`config.mk`:
```
export PLATFORM = sky130hd
export DESIGN_NAME = sync_fifo_ctrl
export DESIGN_NICKNAME = d
export VERILOG_FILES = /design/src/rtl/sync_fifo_ctrl.sv
export SDC_FILE = /design/constraint.sdc
export NUM_CORES = 1
export LEC_CHECK = 0
export BUFFER_PORTS_ARGS = -buffer_cell sky130_fd_sc_hd__buf_4
export CORE_ASPECT_RATIO = 0.7
export CORE_MARGIN = 5
export CORE_UTILIZATION = 40
export DETAILED_ROUTE_END_ITERATION = 6
export HOLD_SLACK_MARGIN = 0.1
export PLACE_DENSITY = 0.89
export SLEW_MARGIN = 15
export SYNTH_ARGS = -nofsm -noshare
export SYNTH_HDL_FRONTEND = slang
export SYNTH_SLANG_ARGS = --single-unit
```
`constraint.sdc`:
```
create_clock -name clk -period 4.1 [get_ports clk]
set_input_delay 0.41 -clock clk [delete_from_list [all_inputs] [get_ports clk]]
set_output_delay 0.41 -clock clk [all_outputs]
set_load 0.05 [all_outputs]
```
`src/rtl/sync_fifo_ctrl.sv`:
```
// sync_fifo_ctrl: pointer/flag controller turning an external dual-port RAM into a synchronous FIFO
//
// Ports:
//   clk, rst_n                 clock (rising edge), asynchronous active-low reset
//   wr_en, wr_data             producer write request and word
//   rd_en                      consumer read request
//   rd_data, rd_valid          read word (from RAM) and its one-cycle-late qualifier
//   full, empty                occupancy flags
//   almost_full, almost_empty  threshold flags (count >= AF_LEVEL, count <= AE_LEVEL)
//   count                      words stored, 0..2^ADDR_WIDTH
//   overflow, underflow        sticky error flags, cleared only by reset
//   ram_we, ram_waddr, ram_wdata  RAM write port
//   ram_re, ram_raddr, ram_rdata  RAM read port (RAM registers ram_rdata when ram_re is high)
module sync_fifo_ctrl #(
    parameter int DATA_WIDTH = 32,
    parameter int ADDR_WIDTH = 6,
    parameter int AF_LEVEL   = 60,
    parameter int AE_LEVEL   = 4
) (
    input  logic                  clk,
    input  logic                  rst_n,
    input  logic                  wr_en,
    input  logic [DATA_WIDTH-1:0] wr_data,
    input  logic                  rd_en,
    output logic [DATA_WIDTH-1:0] rd_data,
    output logic                  rd_valid,
    output logic                  full,
    output logic                  empty,
    output logic                  almost_full,
    output logic                  almost_empty,
    output logic [ADDR_WIDTH:0]   count,
    output logic                  overflow,
    output logic                  underflow,
    output logic                  ram_we,
    output logic                  ram_re,
    output logic [ADDR_WIDTH-1:0] ram_waddr,
    output logic [ADDR_WIDTH-1:0] ram_raddr,
    output logic [DATA_WIDTH-1:0] ram_wdata,
    input  logic [DATA_WIDTH-1:0] ram_rdata
);
    localparam int PW = ADDR_WIDTH + 1;

    // Extra MSB is the wrap bit: equal low bits mean empty when the wrap
    // bits match and full when they differ.
    logic [PW-1:0] wptr, rptr;
    logic          wr_acc, rd_acc;

    // Flags come from registered pointers only, so a request never
    // influences its own acceptance combinationally.
    always_comb begin
        empty        = wptr == rptr;
        full         = (wptr[ADDR_WIDTH-1:0] == rptr[ADDR_WIDTH-1:0]) && (wptr[ADDR_WIDTH] != rptr[ADDR_WIDTH]);
        count        = wptr - rptr;
        almost_full  = count >= PW'(AF_LEVEL);
        almost_empty = count <= PW'(AE_LEVEL);
        wr_acc       = wr_en & ~full;
        rd_acc       = rd_en & ~empty;
        ram_we       = wr_acc;
        ram_waddr    = wptr[ADDR_WIDTH-1:0];
        ram_wdata    = wr_data;
        ram_re       = rd_acc;
        ram_raddr    = rptr[ADDR_WIDTH-1:0];
        rd_data      = ram_rdata;
    end

    always_ff @(posedge clk or negedge rst_n) begin
        if (!rst_n) begin
            wptr      <= '0;
            rptr      <= '0;
            rd_valid  <= 1'b0;
            overflow  <= 1'b0;
            underflow <= 1'b0;
        end else begin
            if (wr_acc) wptr <= wptr + PW'(1);
            if (rd_acc) rptr <= rptr + PW'(1);
            rd_valid  <= rd_acc;
            overflow  <= overflow | (wr_en & full);
            underflow <= underflow | (rd_en & empty);
        end
    end
endmodule

```
==> results of run 1 <==
-- final cells by class --
cell class | count | area share
Tap cell | 52 | 0.0455
Timing Repair Buffer | 32 | 0.170
Inverter | 11 | 0.0289
Sequential cell | 17 | 0.298
Multi-Input combinational cell | 76 | 0.426
Clock buffer | 4 | 0.0315
-- cell families (layout without fill, tap and decap cells) --
kind of cell | Yosys count | count (layout)
buffers and inverters | 88 | 47
and+or+nand+nor | 34 | 34
AOI/OAI and AO/OA | 17 | 17
adders and majority gates | 9 | 9
xor gates and xnor gates | 16 | 16
DFF | 17 | 17
-- per-layer routing --
metal / up-vias / routed length, um / track usage
met5: - / 0 / 0
met4: 0 / 23 / 0.0272
met3: 5 / 364 / 0.0757
met2: 67 / 1300 / 0.157
met1: 453 / 1390 / 0.148
li1: 438 / - / -
-- worst min-delay path by stage --
stage                          end  startpoint  slack, ns
after floorplan           overflow       rst_n       0.11
after global placement     wptr[4]       rst_n       0.28
after detailed placement   wptr[4]       rst_n       0.29
after CTS                 overflow       wr_en       0.36
after global routing      overflow       wr_en       0.36
final                     overflow       wr_en       0.36
-- state kept, by name (all words and copies together) (netlist names) --
signal / count
overflow: 1
rptr: 7
underflow: 1
wptr: 7
rd_valid: 1
-- synthesized netlist by cell type, types with 3 or more instances --
| master | n | share of area |
|---|---|---|
| a21oi_1 | 3 | 0.0091 |
| buf_4 | 76 | 0.35 |
| dfrtp_1 | 17 | 0.26 |
| ha_1 | 8 | 0.061 |
| inv_1 | 7 | 0.016 |
| inv_2 | 4 | 0.0091 |
| nand2_1 | 8 | 0.018 |
| nand3_1 | 3 | 0.0091 |
| nand4_1 | 3 | 0.011 |
| nor2_1 | 4 | 0.0091 |
| o21ai_1 | 3 | 0.0091 |
| xnor2_1 | 13 | 0.069 |
-- per-stage QoR --
step                      utilization  worst slack, ns  cell area (um2)  hold WS [ns]
after global routing            0.362             1.05             1430         0.361
after detailed placement        0.348             1.47             1370         0.291
after global placement          0.348             1.55             1370         0.283
after CTS                       0.362             1.18             1430         0.358
after floorplan                     -            0.623             1650         0.114
final                           0.362             1.19             1430         0.362
-- worst max-delay path, stage by stage (launching register included) --
cell	delay (ns)
dfrtp_1	0.41
inv_1	0.11
ha_1	0.18
fa_1	0.25
nor2b_4	0.06
o311a_1	0.30
or4_4	0.48
o311ai_2	0.11
a41o_1	0.15
buf_4	0.19
==> impl_results.md, run 1 <==
* Status: finished, final reports clean
* Rel. slew slack at 0.548
* Worst r2r src: wptr[5]
* Post-Syn Instances at 181
* Vias in the first global route at 948
* Drt total wl at 3080 um
* Setup CP Type: reg -> out
* DP Wirelength at 2470 um
* Die X at 86.8 um
* Worst Tran Pin Value at 0.676 ns
* Antenna Cells at 0
* Share of cells above drive strength 1 at 0.329
* Clock Tree Buf Depth at 2
* Area growth from synthesis to layout at -13.5%
* Vias per inst at 5.02
* Synth Area in Compound Gates at 0.0758
* Port Buffers at 31
* GRT overflow at 0
* Die ar. at 5530 um2
* Reg2Reg Depth at 6
* Non-Filler Instances at 192
* Worst setup SP type: flip-flop
* Root buf cell: clkbuf_8
* Post-synthesis mux area share at 0
* Final Setup Violations at 0
* Clk_skew at 0.00122 ns
* Initial Utilization at 0.419
* WL/cell at 16.0 um
* # Post-CTS Setup Buffers at 0
* Post-Synth Adder-Cell Area at 0.0727
* Syn. warnings at 0
* Total core area at 3950 um2
* Synth Area in Simple Gates at 0.131
* First-pass GRT wire length at 4930 um
* WP data arrival at 2.50 ns
* Die height at 63.8 um
* Pin count of the biggest net entering global routing at 18
* Clock transition at the registers of the reported paths at 0.06 ns
* XOR/XNOR share of the synthesized area at 0.0894
* Fmax at 0.343 GHz
* Sequential area share after synthesis at 0.258
* Clk sinks at 17
* Main synth FF type: dfrtp_1
* Count of cell types in the netlist at 38
* Fill cell count at 413
* Most frequent cells in the layout: 31 x buf_4, 17 x dfrtp_1, 13 x xnor2_1
* Largest family of logic cells by synthesized area: buffers and inverters
* Vias after detailed routing at 963
* Post-route ant nets at 0
* Max-slew violations at 0
* Final RePlAce weighted congestion at 0.853
* CP max FO at 4
* Syn avg cell area at 9.12 um2
* DRC Markers at 0
* WP data required at 3.69 ns
* Number of buffers created by CTS at 3
* Rows at 19
* Max-Cap Viols at 0
* Commonest non-fill, non-tap cell in the layout: buf_4
* Post-Syn Area at 1650 um2
* Crit share post-route at 0.711
* Post-synth EDFFs at 0
* Initial DRC Count at 58
* RSZ-0062 raised after global routing: false
* Tightest Hold Check Type: in -> reg
* CP Capture Point: almost_full
* R2R Path End: wptr[6]
* Drt first pass iters at 4
* Placed cells at 187
* Synth async-reset ratio at 1.00
* CTS Hold Bufs at 1
* Synth Register Bits at 17
* Layout net count at 218
* CTS H-tree depth at 1
* CP Capture Type: output port
* CTS tree: built
* IO Pins at 160
* FF-to-FF setup slack at 1.96 ns
* Final hold vios at 0
* Initial antenna violation count at 0
* Synth Net Count at 258
* Min cycle time layout at 2.91 ns
* Clk_lat worst skew at 0.25 ns
* TNS Setup at 0 ns
* Cells on Worst Hold Path at 2
* Total track usage at 0.114
* Area taken by multi-input logic gates at 609 um2
* Sequential cell area at 425 um2
* Worst Setup SP: wptr[0]
* CTS resizes at 0
Power of run 1 is not shown: default switching activity piles up to over one toggle a cycle in this logic, so the estimate is an artifact.
==> inputs of run 2 (changes only) <==
Settings changed: ABC_AREA set to 1, CORE_UTILIZATION 40 to 35, PLACE_DENSITY 0.89 to 0.8.
Clock period 4.1 ns to 2.45 ns, I/O delays scaled along.
==> run 2 against run 1 <==
Effect of this change: core utilization fell by 1.5 points; clock skew is essentially flat; register-to-register slack worse by 1.3 ns; sequential share of layout area shrank 4.6 points; non-clock buffer count grew 3; global-route usage decreased by 0.87 points; critical endpoint unchanged.
==> impl_results.md, run 2 <==
* WP data arrival at 2.05 ns
* Initial DRC Count at 76
* Fmax at 0.436 GHz
* Largest area contributor in the netlist: buf_4
* Leading cell types by count after synthesis: 76 x buf_4, 51 x nand2_1, 26 x inv_1
* First-pass GRT wire length at 5640 um
* Main synth FF type: dfrtp_1
* Cells on Worst Hold Path at 2
* Initial antenna violation count at 0
* Count leader, synth: buf_4
* Post-synth EDFFs at 0
* Count of cell types in the netlist at 24
* Drt first pass iters at 4
* Largest family of logic cells by synthesized area: buffers and inverters
* Area growth from synthesis to layout at -6.28%
* Clock transition at the registers of the reported paths at 0.07 ns
* RSZ-0062 raised after global routing: false
* Synth Register Bits at 17
* Worst setup SP type: flip-flop
* Largest regs: rptr: 7 flops, wptr: 7 flops
* CTS tree: built
* Post-Syn Instances at 241
* Antenna Cells at 0
* Post-route ant nets at 0
* Vias per inst at 4.53
* Sequential cell area at 428 um2
* Placed cells at 266
* Synth Area in Simple Gates at 0.214
* Final hold vios at 0
* Pin count of the biggest net entering global routing at 18
* Vias after detailed routing at 1232
* Synth Area in Compound Gates at 0.0594
* WL/cell at 13.0 um
* Initial Utilization at 0.371
* Die ar. at 6740 um2
* Post-Synth Adder-Cell Area at 0.0663
* Syn avg cell area at 7.52 um2
* Reg2Reg Depth at 9
* CTS H-tree depth at 1
* Vias in the first global route at 1216
* DP Wirelength at 2850 um
* Sequential area share after synthesis at 0.235
* WP data required at 2.20 ns
* Status: finished, final reports clean
* Rel. slew slack at 0.776
* Commonest non-fill, non-tap cell in the layout: nand2_1
* Max-Cap Viols at 0
* Setup CP Type: reg -> out
* Synth async-reset ratio at 1.00
* CP max FO at 3
* Worst Tran Pin Value at 0.333 ns
* Crit share post-route at 0.937
* CP Capture Type: output port
* Clk_lat worst skew at 0.25 ns
* DRC Markers at 0
* Final Setup Violations at 0
* Fill cell count at 522
* Ranking of synthesized cells by area: buf_4 31%, dfrtp_1 23%, nand2_1 11%, ha_1 5.5%, inv_1 5.4%
* Post-synthesis mux area share at 0
* Clock Tree Buf Depth at 2
* Share of cells above drive strength 1 at 0.310
* Die height at 70.2 um
* Max-slew violations at 0
* Synth Net Count at 318
* TNS Setup at 0 ns
* Most frequent cells in the layout: 48 x nand2_1, 32 x buf_4, 25 x inv_1
* Layout net count at 281
* XOR/XNOR share of the synthesized area at 0.0483
* Total track usage at 0.106
* Min cycle time layout at 2.29 ns
* Clk_skew at 0.00132 ns
* Area taken by multi-input logic gates at 754 um2
* GRT overflow at 0
* Rows at 21
* Tightest Hold Check Type: in -> reg
* Root buf cell: clkbuf_8
* Syn. warnings at 0
* Top cell type's share of synthesized area at 0.315
* IO Pins at 160
* Clk sinks at 17
* Die X at 96.0 um
* Port Buffers at 31
* Number of buffers created by CTS at 3
* Total core area at 4890 um2
* Final RePlAce weighted congestion at 0.861
* Non-Filler Instances at 272
* Post-Syn Area at 1810 um2
* Drt total wl at 3530 um
run 2: cells by family after synthesis:
kind of cell	count (synthesis)
adder cells (fa/ha/maj)	9
XOR/XNOR	10
AO/OA/AOI/OAI	16
buffers and inverters	105
flip-flops	17
AND/OR/NAND/NOR	84
run 2: metal layers:
layer | wire length (um) | track usage
met4 | 18 | 0.0252
met2 | 1510 | 0.148
met3 | 333 | 0.0494
met5 | 0 | 0
met1 | 1660 | 0.146
run 2: what timing repair did:
item,in CTS,in global routing
hold endpoints to repair,17,0
endpoints found under the setup margin,3,4
setup buffers,1,0
gates resized for setup,2,8
hold buffers,1,0
gates cloned,0,0
pin swaps,1,4
run 2: worst max-delay path, cell delays in order (launching register included):
cell      delay [ns]
dfrtp_1         0.42
ha_4            0.19
fa_2            0.33
nand3b_1        0.18
nand2_1         0.10
nand2_1         0.07
nand2_1         0.07
nand2_1         0.06
nand2_2         0.12
inv_1           0.06
nand2_2         0.07
buf_8           0.14
run 2: per-stage QoR:
stage / hold WS [ns] / utilization / cell area (um2) / setup WS [ns]
floorplan: -0.0506 / - / 1850 / 0.0591
global placement: 0.129 / 0.328 / 1600 / 0.265
detailed placement: 0.135 / 0.328 / 1600 / 0.176
CTS: 0.219 / 0.342 / 1670 / 0.0105
global route: 0.233 / 0.347 / 1700 / 0.00376
finish: 0.228 / 0.347 / 1700 / 0.155
run 2: final timing paths:
check	from	end	slack, ns
worst min register to register	overflow	overflow	0.47
worst min-delay path	wr_en	overflow	0.23
worst max-delay path	rptr[0]	almost_full	0.16
min in group asynchronous	rst_n	rd_valid	0.39
max in group asynchronous	rst_n	wptr[1]	1.84
worst max register to register	rptr[2]	wptr[6]	0.64
run 2: final cells by class:
type | instances | area share
Timing Repair Buffer | 35 | 0.163
Multi-Input combinational cell | 119 | 0.444
Sequential cell | 17 | 0.252
Tap cell | 69 | 0.0508
Inverter | 28 | 0.0634
Clock buffer | 4 | 0.0265
Power of run 2 is left out for the same reason.
